### config.mk
export PLATFORM = sky130hd
export DESIGN_NAME = execute
export DESIGN_NICKNAME = d
export VERILOG_FILES = /design/src/rtl/cpu_pkg.sv /design/src/rtl/execute_multdiv.sv /design/src/rtl/execute.sv
export SDC_FILE = /design/constraint.sdc
export NUM_CORES = 1
export LEC_CHECK = 0
export ABC_AREA = 1
export ABC_CLOCK_PERIOD_IN_PS = 4700
export CORE_MARGIN = 2
export CORE_UTILIZATION = 30
export DETAILED_ROUTE_END_ITERATION = 6
export HOLD_SLACK_MARGIN = 0.06
export SLEW_MARGIN = 10
export SYNTH_ARGS = -nofsm -noshare
export SYNTH_HDL_FRONTEND = slang
export SYNTH_SLANG_ARGS = --single-unit
### constraint.sdc
create_clock -name clock -period 4.7 [get_ports clock]
set_input_delay 1.175 -clock clock [delete_from_list [all_inputs] [get_ports clock]]
set_output_delay 1.175 -clock clock [all_outputs]
set_load 0.05 [all_outputs]
### src/rtl/cpu_pkg.sv
// Shared encodings for the execute stage: opcodes, ALU operations,
// the mul/div FSM state type and the iterative mul/div datapath word.
package cpu_pkg;

  localparam logic [4:0] OP_ALU  = 5'b00000;
  localparam logic [4:0] OP_ADDI = 5'b00101;
  localparam logic [4:0] OP_SW   = 5'b00111;
  localparam logic [4:0] OP_LW   = 5'b01000;
  localparam logic [4:0] OP_BNE  = 5'b00010;
  localparam logic [4:0] OP_BLT  = 5'b00110;

  localparam logic [4:0] ALU_ADD = 5'b00000;
  localparam logic [4:0] ALU_SUB = 5'b00001;
  localparam logic [4:0] ALU_AND = 5'b00010;
  localparam logic [4:0] ALU_OR  = 5'b00011;
  localparam logic [4:0] ALU_SLL = 5'b00100;
  localparam logic [4:0] ALU_SRA = 5'b00101;
  localparam logic [4:0] ALU_MUL = 5'b00110;
  localparam logic [4:0] ALU_DIV = 5'b00111;

  typedef enum logic [1:0] {ST_IDLE, ST_BUSY, ST_DONE} md_state_t;

  // acc: product accumulator / division remainder
  // q:   multiplier shifting right / dividend shifting into quotient
  // m:   multiplicand shifting left / divisor magnitude
  typedef struct packed {
    logic [31:0] acc;
    logic [31:0] q;
    logic [31:0] m;
  } md_dp_t;

endpackage

### src/rtl/execute_multdiv.sv
// Iterative 32-step multiplier / restoring divider with IDLE->BUSY->DONE FSM.
// Only instantiated by execute when EXECUTE_MULTDIV_EN is defined.
module multdiv
  import cpu_pkg::*;
(
  input  logic        clock,
  input  logic        reset,
  input  logic        i_req,
  input  logic        i_div,
  input  logic [31:0] i_a,
  input  logic [31:0] i_b,
  output logic        o_stall,
  output logic        o_done,
  output logic [31:0] o_result
);

  md_state_t   r_state;
  md_state_t   w_next;
  logic [4:0]  r_cnt;
  md_dp_t      r_dp;
  md_dp_t      w_init;
  logic        r_div;
  logic        r_neg;
  logic        r_zero;
  logic        w_start;

  function automatic logic [31:0] mag(input logic [31:0] v);
    return v[31] ? (~v + 32'd1) : v;
  endfunction

  function automatic md_dp_t mul_step(input md_dp_t s);
    md_dp_t n;
    n.acc = s.q[0] ? (s.acc + s.m) : s.acc;
    n.q   = s.q >> 1;
    n.m   = s.m << 1;
    return n;
  endfunction

  function automatic md_dp_t div_step(input md_dp_t s);
    md_dp_t      n;
    logic [32:0] w_rem;
    w_rem = {1'b0, s.acc[31:0]} << 1;
    w_rem[0] = s.q[31];
    n.m = s.m;
    if (w_rem >= {1'b0, s.m}) begin
      w_rem = w_rem - {1'b0, s.m};
      n.q   = {s.q[30:0], 1'b1};
    end else begin
      n.q   = {s.q[30:0], 1'b0};
    end
    n.acc = w_rem[31:0];
    return n;
  endfunction

  assign w_start = (r_state == ST_IDLE) && i_req;

  always_comb begin
    w_init.acc = '0;
    w_init.q   = i_div ? mag(i_a) : i_b;
    w_init.m   = i_div ? mag(i_b) : i_a;
  end

  always_comb begin
    w_next = r_state;
    case (r_state)
      ST_IDLE: if (i_req) w_next = ST_BUSY;
      ST_BUSY: if (r_cnt == 5'd31) w_next = ST_DONE;
      ST_DONE: w_next = ST_IDLE;
      default: w_next = ST_IDLE;
    endcase
  end

  // The capture edge performs step 0; BUSY edges with counter 1..31 finish the rest.
  always_ff @(posedge clock) begin
    if (reset) begin
      r_state <= ST_IDLE;
      r_cnt   <= '0;
    end else begin
      r_state <= w_next;
      if (w_start)
        r_cnt <= 5'd1;
      else if (r_state == ST_BUSY)
        r_cnt <= r_cnt + 5'd1;
      else
        r_cnt <= '0;
    end
  end

  always_ff @(posedge clock) begin
    if (w_start) begin
      r_dp   <= i_div ? div_step(w_init) : mul_step(w_init);
      r_div  <= i_div;
      r_neg  <= i_a[31] ^ i_b[31];
      r_zero <= (i_b == 32'd0);
    end else if (r_state == ST_BUSY) begin
      r_dp <= r_div ? div_step(r_dp) : mul_step(r_dp);
    end
  end

  assign o_stall  = ~reset & (w_start | (r_state == ST_BUSY));
  assign o_done   = ~reset & (r_state == ST_DONE);
  assign o_result = r_div ? (r_zero ? 32'd0 : (r_neg ? (~r_dp.q + 32'd1) : r_dp.q))
                          : r_dp.acc;

endmodule

### src/rtl/execute.sv
// Execute stage: ALU, branch resolution and the output pipeline register.
// Define EXECUTE_MULTDIV_EN to include the multi-cycle mul/div unit.
module execute
  import cpu_pkg::*;
(
  input  logic        clock,
  input  logic        reset,
  input  logic [31:0] num_a,
  input  logic [31:0] num_b,
  input  logic [31:0] data_cmp,
  input  logic [4:0]  opcode,
  input  logic [4:0]  aluop,
  input  logic [4:0]  shamt,
  input  logic [4:0]  rd,
  input  logic [11:0] pc,
  input  logic        nop,
  input  logic        en,
  input  logic        mwen,
  input  logic        lw,
  output logic [31:0] out_result,
  output logic [31:0] out_b,
  output logic [4:0]  out_rd,
  output logic        out_nop,
  output logic        out_en,
  output logic        out_mwen,
  output logic        out_lw,
  output logic        branch_taken,
  output logic [11:0] branch_target,
  output logic        stall
);

  logic signed [31:0] w_a_s;
  logic signed [31:0] w_cmp_s;
  logic [31:0]        w_alu;
  logic [31:0]        w_result;
  logic [31:0]        w_md_result;
  logic               w_md_op;
  logic               w_md_done;
  logic               w_is_branch;
  logic               w_bubble;

  assign w_a_s   = num_a;
  assign w_cmp_s = data_cmp;

  always_comb begin
    w_alu   = num_a + num_b;
    w_md_op = 1'b0;
    case (opcode)
      OP_ALU: begin
        case (aluop)
          ALU_ADD: w_alu = num_a + num_b;
          ALU_SUB: w_alu = num_a - num_b;
          ALU_AND: w_alu = num_a & num_b;
          ALU_OR:  w_alu = num_a | num_b;
          ALU_SLL: w_alu = num_a << shamt;
          ALU_SRA: w_alu = w_a_s >>> shamt;
          ALU_MUL, ALU_DIV: w_md_op = 1'b1;
          default: w_alu = num_a + num_b;
        endcase
      end
      OP_ADDI, OP_SW, OP_LW: w_alu = num_a + num_b;
      default: w_alu = num_a + num_b;
    endcase
  end

  assign w_is_branch   = (opcode == OP_BNE) || (opcode == OP_BLT);
  assign branch_taken  = ~reset & ~nop &
                         (((opcode == OP_BNE) & (num_a != data_cmp)) |
                          ((opcode == OP_BLT) & (w_a_s < w_cmp_s)));
  assign branch_target = pc + 12'd1 + num_b[11:0];

`ifdef EXECUTE_MULTDIV_EN
  multdiv u_multdiv (
    .clock    (clock),
    .reset    (reset),
    .i_req    (w_md_op & ~nop),
    .i_div    (aluop == ALU_DIV),
    .i_a      (num_a),
    .i_b      (num_b),
    .o_stall  (stall),
    .o_done   (w_md_done),
    .o_result (w_md_result)
  );
`else
  assign stall       = 1'b0;
  assign w_md_done   = 1'b0;
  assign w_md_result = '0;
`endif

  // In DONE the held mul/div instruction is still on the inputs, so its sideband is current.
  assign w_result = w_md_done ? w_md_result : w_alu;
  assign w_bubble = nop | w_is_branch | stall | (w_md_op & ~w_md_done);

  always_ff @(posedge clock) begin
    if (reset) begin
      out_result <= '0;
      out_b      <= '0;
      out_rd     <= '0;
      out_nop    <= 1'b1;
      out_en     <= 1'b0;
      out_mwen   <= 1'b0;
      out_lw     <= 1'b0;
    end else begin
      out_result <= w_result;
      out_b      <= data_cmp;
      out_rd     <= rd;
      out_nop    <= w_bubble;
      out_en     <= en & ~w_bubble;
      out_mwen   <= mwen & ~w_bubble;
      out_lw     <= lw & ~w_bubble;
    end
  end

endmodule
==> key figures <==
Drt
  • Vias per inst: around 5.3
  • Final ANT Viol Nets: 0
  • Detailed Route WL: between 50000 and 60000 microns
  • DR iter-0 viols: roughly 1700
  • Pre-Repair DR Iteration Count: 6
  • Via count: around 16000
  • WL/cell: just under 20 microns
  • Remaining DRCs: 0

Timing
  • Hold WS: around 1.3 ns
  • Final Hold Viols: 0
  • Fin crit share: 96.3%
  • Final Critical Period: 4.53 ns
  • Measured slew at the worst slew-check pin: 0.702 ns
  • Final setup fails: 0
  • Highest Clock Rate: about 220 MHz
  • Setup ws final: about 0.17 ns
  • Slew Viols, Final: 0
  • Slew headroom: between 50 and 60%

Clock network
  • Htree depth: 3
  • Longest Clk Path Bufs: 2
  • Clock root buffer: clkbuf_16
  • Clock sink total: 73
  • Clock transition at the registers of the reported paths: ~0.07 ns
  • Num CTS Buffers: 9
  • CTS tree: built

Synthesis
  • Synth top cells by count: nand2_1 (557), nand3_1 (421), inv_1 (297)
  • Cell with the most instances after synthesis: nand2_1
  • Yosys reg bits: 73
  • Most used DFF post-synth: dfxtp_1
  • Yosys warnings: 0
  • Post-synthesis sequential area ratio: 11.5%
  • Synth unique cells: between 50 and 60
  • XOR/XNOR share of the synthesized area: between 1 and 1.5%
  • Asr flop ratio synth: 0%
  • Syn nets: 2540
  • Post-synth EDFFs: 0
  • Adder-Cell Fraction of Synth Area: 14.0%
  • Post-synthesis mux area share: 0%
  • Post-Syn Instances: 2265
  • Ranking of synthesized cells by area: nand3_1 (17%), nand2_1 (16%), ha_1 (14%)
  • Syn Area/Cell: 5.63 sq um
  • Simple-Gate Fraction of Synth Area: 45.5%
  • Combinational family with the most area after synthesis: simple AND/OR/NAND/NOR gates
  • Compound-Gate Fraction of Synth Area: 14.1%
  • Post-synthesis cell area: 0.0128 sq mm
  • Synth area leader: nand3_1
  • Yosys top cell area share: 16.5%

Power
  • Clk network pwr share: between 20% and 30%
  • Leak: 7.97 nW
  • Switching pwr: between 0.0015 and 0.002 W
  • Int Power: approximately 0.0018 W
  • PwrDens: ~210 mW/mm^2
  • Worst vdd ir: between 0.15 and 0.2 mV
  • Share of total power in sequential cells: about a fifth
  • Logic pwr share: 55.3%
  • Switching Fraction: around 47%

Run status
  • Result of the run: complete, no violations

Placed design
  • Placed cells: ~3000
  • GPL Wtd Cong: ~0.98
  • Port Buffers: roughly 220
  • Post-DP HPWL: between 40000 and 50000 microns
  • DP Worst Slack: -0.169 ns

Setup path
  • CP Capture Point: branch_taken
  • Startpoint Class: primary input
  • Crit path required time: approximately 3.5 ns
  • Crit path launch: data_cmp[23]
  • Data arrival, critical path: between 3 and 4 ns
  • CP max FO: 2
  • Slowest stage delay, CP: around 0.46 ns
  • CP Capture Type: output port
  • CP max-delay cell: clkdlybuf4s50_1
  • Crit path cell chain: clkdlybuf4s50_1 -> inv_1 -> ha_1 -> nand2_1 -> nor2_2 -> nand4_1 -> nor3_4 -> nand2_2 -> nand3b_1 -> nand3_2 -> a21oi_2 -> buf_12
  • Worst Path Class, Setup: primary input to output port

Finish
  • Area Growth Syn to Fin: 25.1%
  • Final #Nets: ~2700
  • Layout cell share with drive strength beyond 1: 7.27%
  • Ant. Diodes: 0
  • Core Util, Final: 38.1%
  • Final Non-Filler Cells: approximately 3000
  • Fillers: between 4000 and 5000

Min path
  • Hold path startpoint: reset
  • Worst Hold Depth: 3
  • Min-Delay Path Class: primary input to flip-flop

Floorplan
  • Core Rows: 75
  • DIE WIDTH: 210 microns
  • Die Ht: approximately 210 microns
  • Die area: about 0.044 sq mm
  • Starting Density: between 30% and 40%
  • Io pins: between 200 and 250
  • Core area: 0.0419 sq mm

GRT
  • Gr usage total: between 20% and 30%
  • Initial antenna violation count: 1
  • First-pass GRT wire length: between 80000 and 90000 microns
  • Largest net degree at the start of global routing: between 60 and 70
  • Overflow after GRT: 0
  • Vias in the first global route: ~15000

Run
  • # Max-Cap Violations: 0
==> sequential cells by signal, indices dropped and copies added (netlist names) <==
signal and flops:
out_en 1, out_result 32, out_rd 5, out_nop 1, out_lw 1, out_mwen 1
out_b 32
==> placed cells by master (no fill, tap or decap), drive strengths merged, types with 3 or more instances in the layout <==
master,n
xor2,16
o21bai,21
fa,3
buf,73
and2,8
nand4,25
ha,138
clkbuf,10
o22ai,30
a21oi,145
nor3,16
o31ai,3
o21ai,76
dfxtp,73
clkdlybuf4s50,204
o21a,7
nand3b,4
inv,316
nor4,5
clkinv,5
nand2,580
nor2,233
and3,4
o211ai,17
nand3,430
a31oi,5
==> power groups by stage <==
stage	clock, W	sequential [W]	combinational, W
6_report	0.000832	0.000683	0.00187
3_3_place_gp	0	0.000696	0.00183
5_1_grt	0.000888	0.000689	0.00203
3_5_place_dp	0	0.000697	0.00183
4_1_cts	0.000869	0.000684	0.00185
2_1_floorplan	0	0.000878	0.000980
==> through the flow <==
stage	total power (W)	instance area [sq um]	TNS, ns
5_1_grt	0.00361	16000	-0.00996
3_3_place_gp	0.00252	15600	-0.0993
3_5_place_dp	0.00253	15600	-0.169
2_1_floorplan	0.00186	12800	0
4_1_cts	0.00340	15900	0
6_report	0.00339	16000	0
==> cell families (layout without fill, tap and decap cells) <==
logic type      Yosys count  in the layout
simple gates           1308           1308
xor+xnor                 18             18
flops                    73             73
fa+ha+maj               141            141
compound gates          312            312
buf+inv                 412            610
other cells               1              1
==> worst min-delay path by stage <==
stage	slack, ns	end
finish	1.29	out_nop
global placement	1.67	out_nop
detailed placement	1.68	out_nop
CTS	1.26	out_nop
global route	1.29	out_rd[0]
floorplan	1.28	out_b[0]
==> critical path: cells and delay by family <==
kind / cells / cell delay (ns)
AO/OA/AOI/OAI: 1 / 0.21
adder cells (fa/ha/maj): 1 / 0.29
buffers and inverters: 3 / 0.68
AND/OR/NAND/NOR: 7 / 1.01
==> area by class of cell <==
cell class	count	area (sq um)	share of cell area, %
clock buffer	10	239	1.50
inverter	317	1200	7.52
clock inverter	6	97.6	0.611
tap	539	674	4.22
multi-input combinational	1780	9590	60.0
sequential	73	1460	9.15
timing repair buffer	277	2710	17.0
==> layer usage <==
metal	vias to the layer above	GRT usage, %	part of all wire [%]	wire, microns
met5	-	0	0.021	12
met4	2	11.6	4.4	2580
met3	108	4.11	7.7	4510
met2	757	40.6	43	24900
met1	7255	36.4	45	26400
li1	7794	-	-	-
==> repair_timing <==
| item | CTS | global route |
|---|---|---|
| resized for setup | 3 | 10 |
| endpoints found under the setup margin | 1 | 2 |
| hold buffers | 0 | 0 |
| pin swaps | 0 | 4 |
| gates cloned | 0 | 0 |
| buffers inserted | 0 | 0 |
Note: power is estimated with default switching activity, not from simulation.
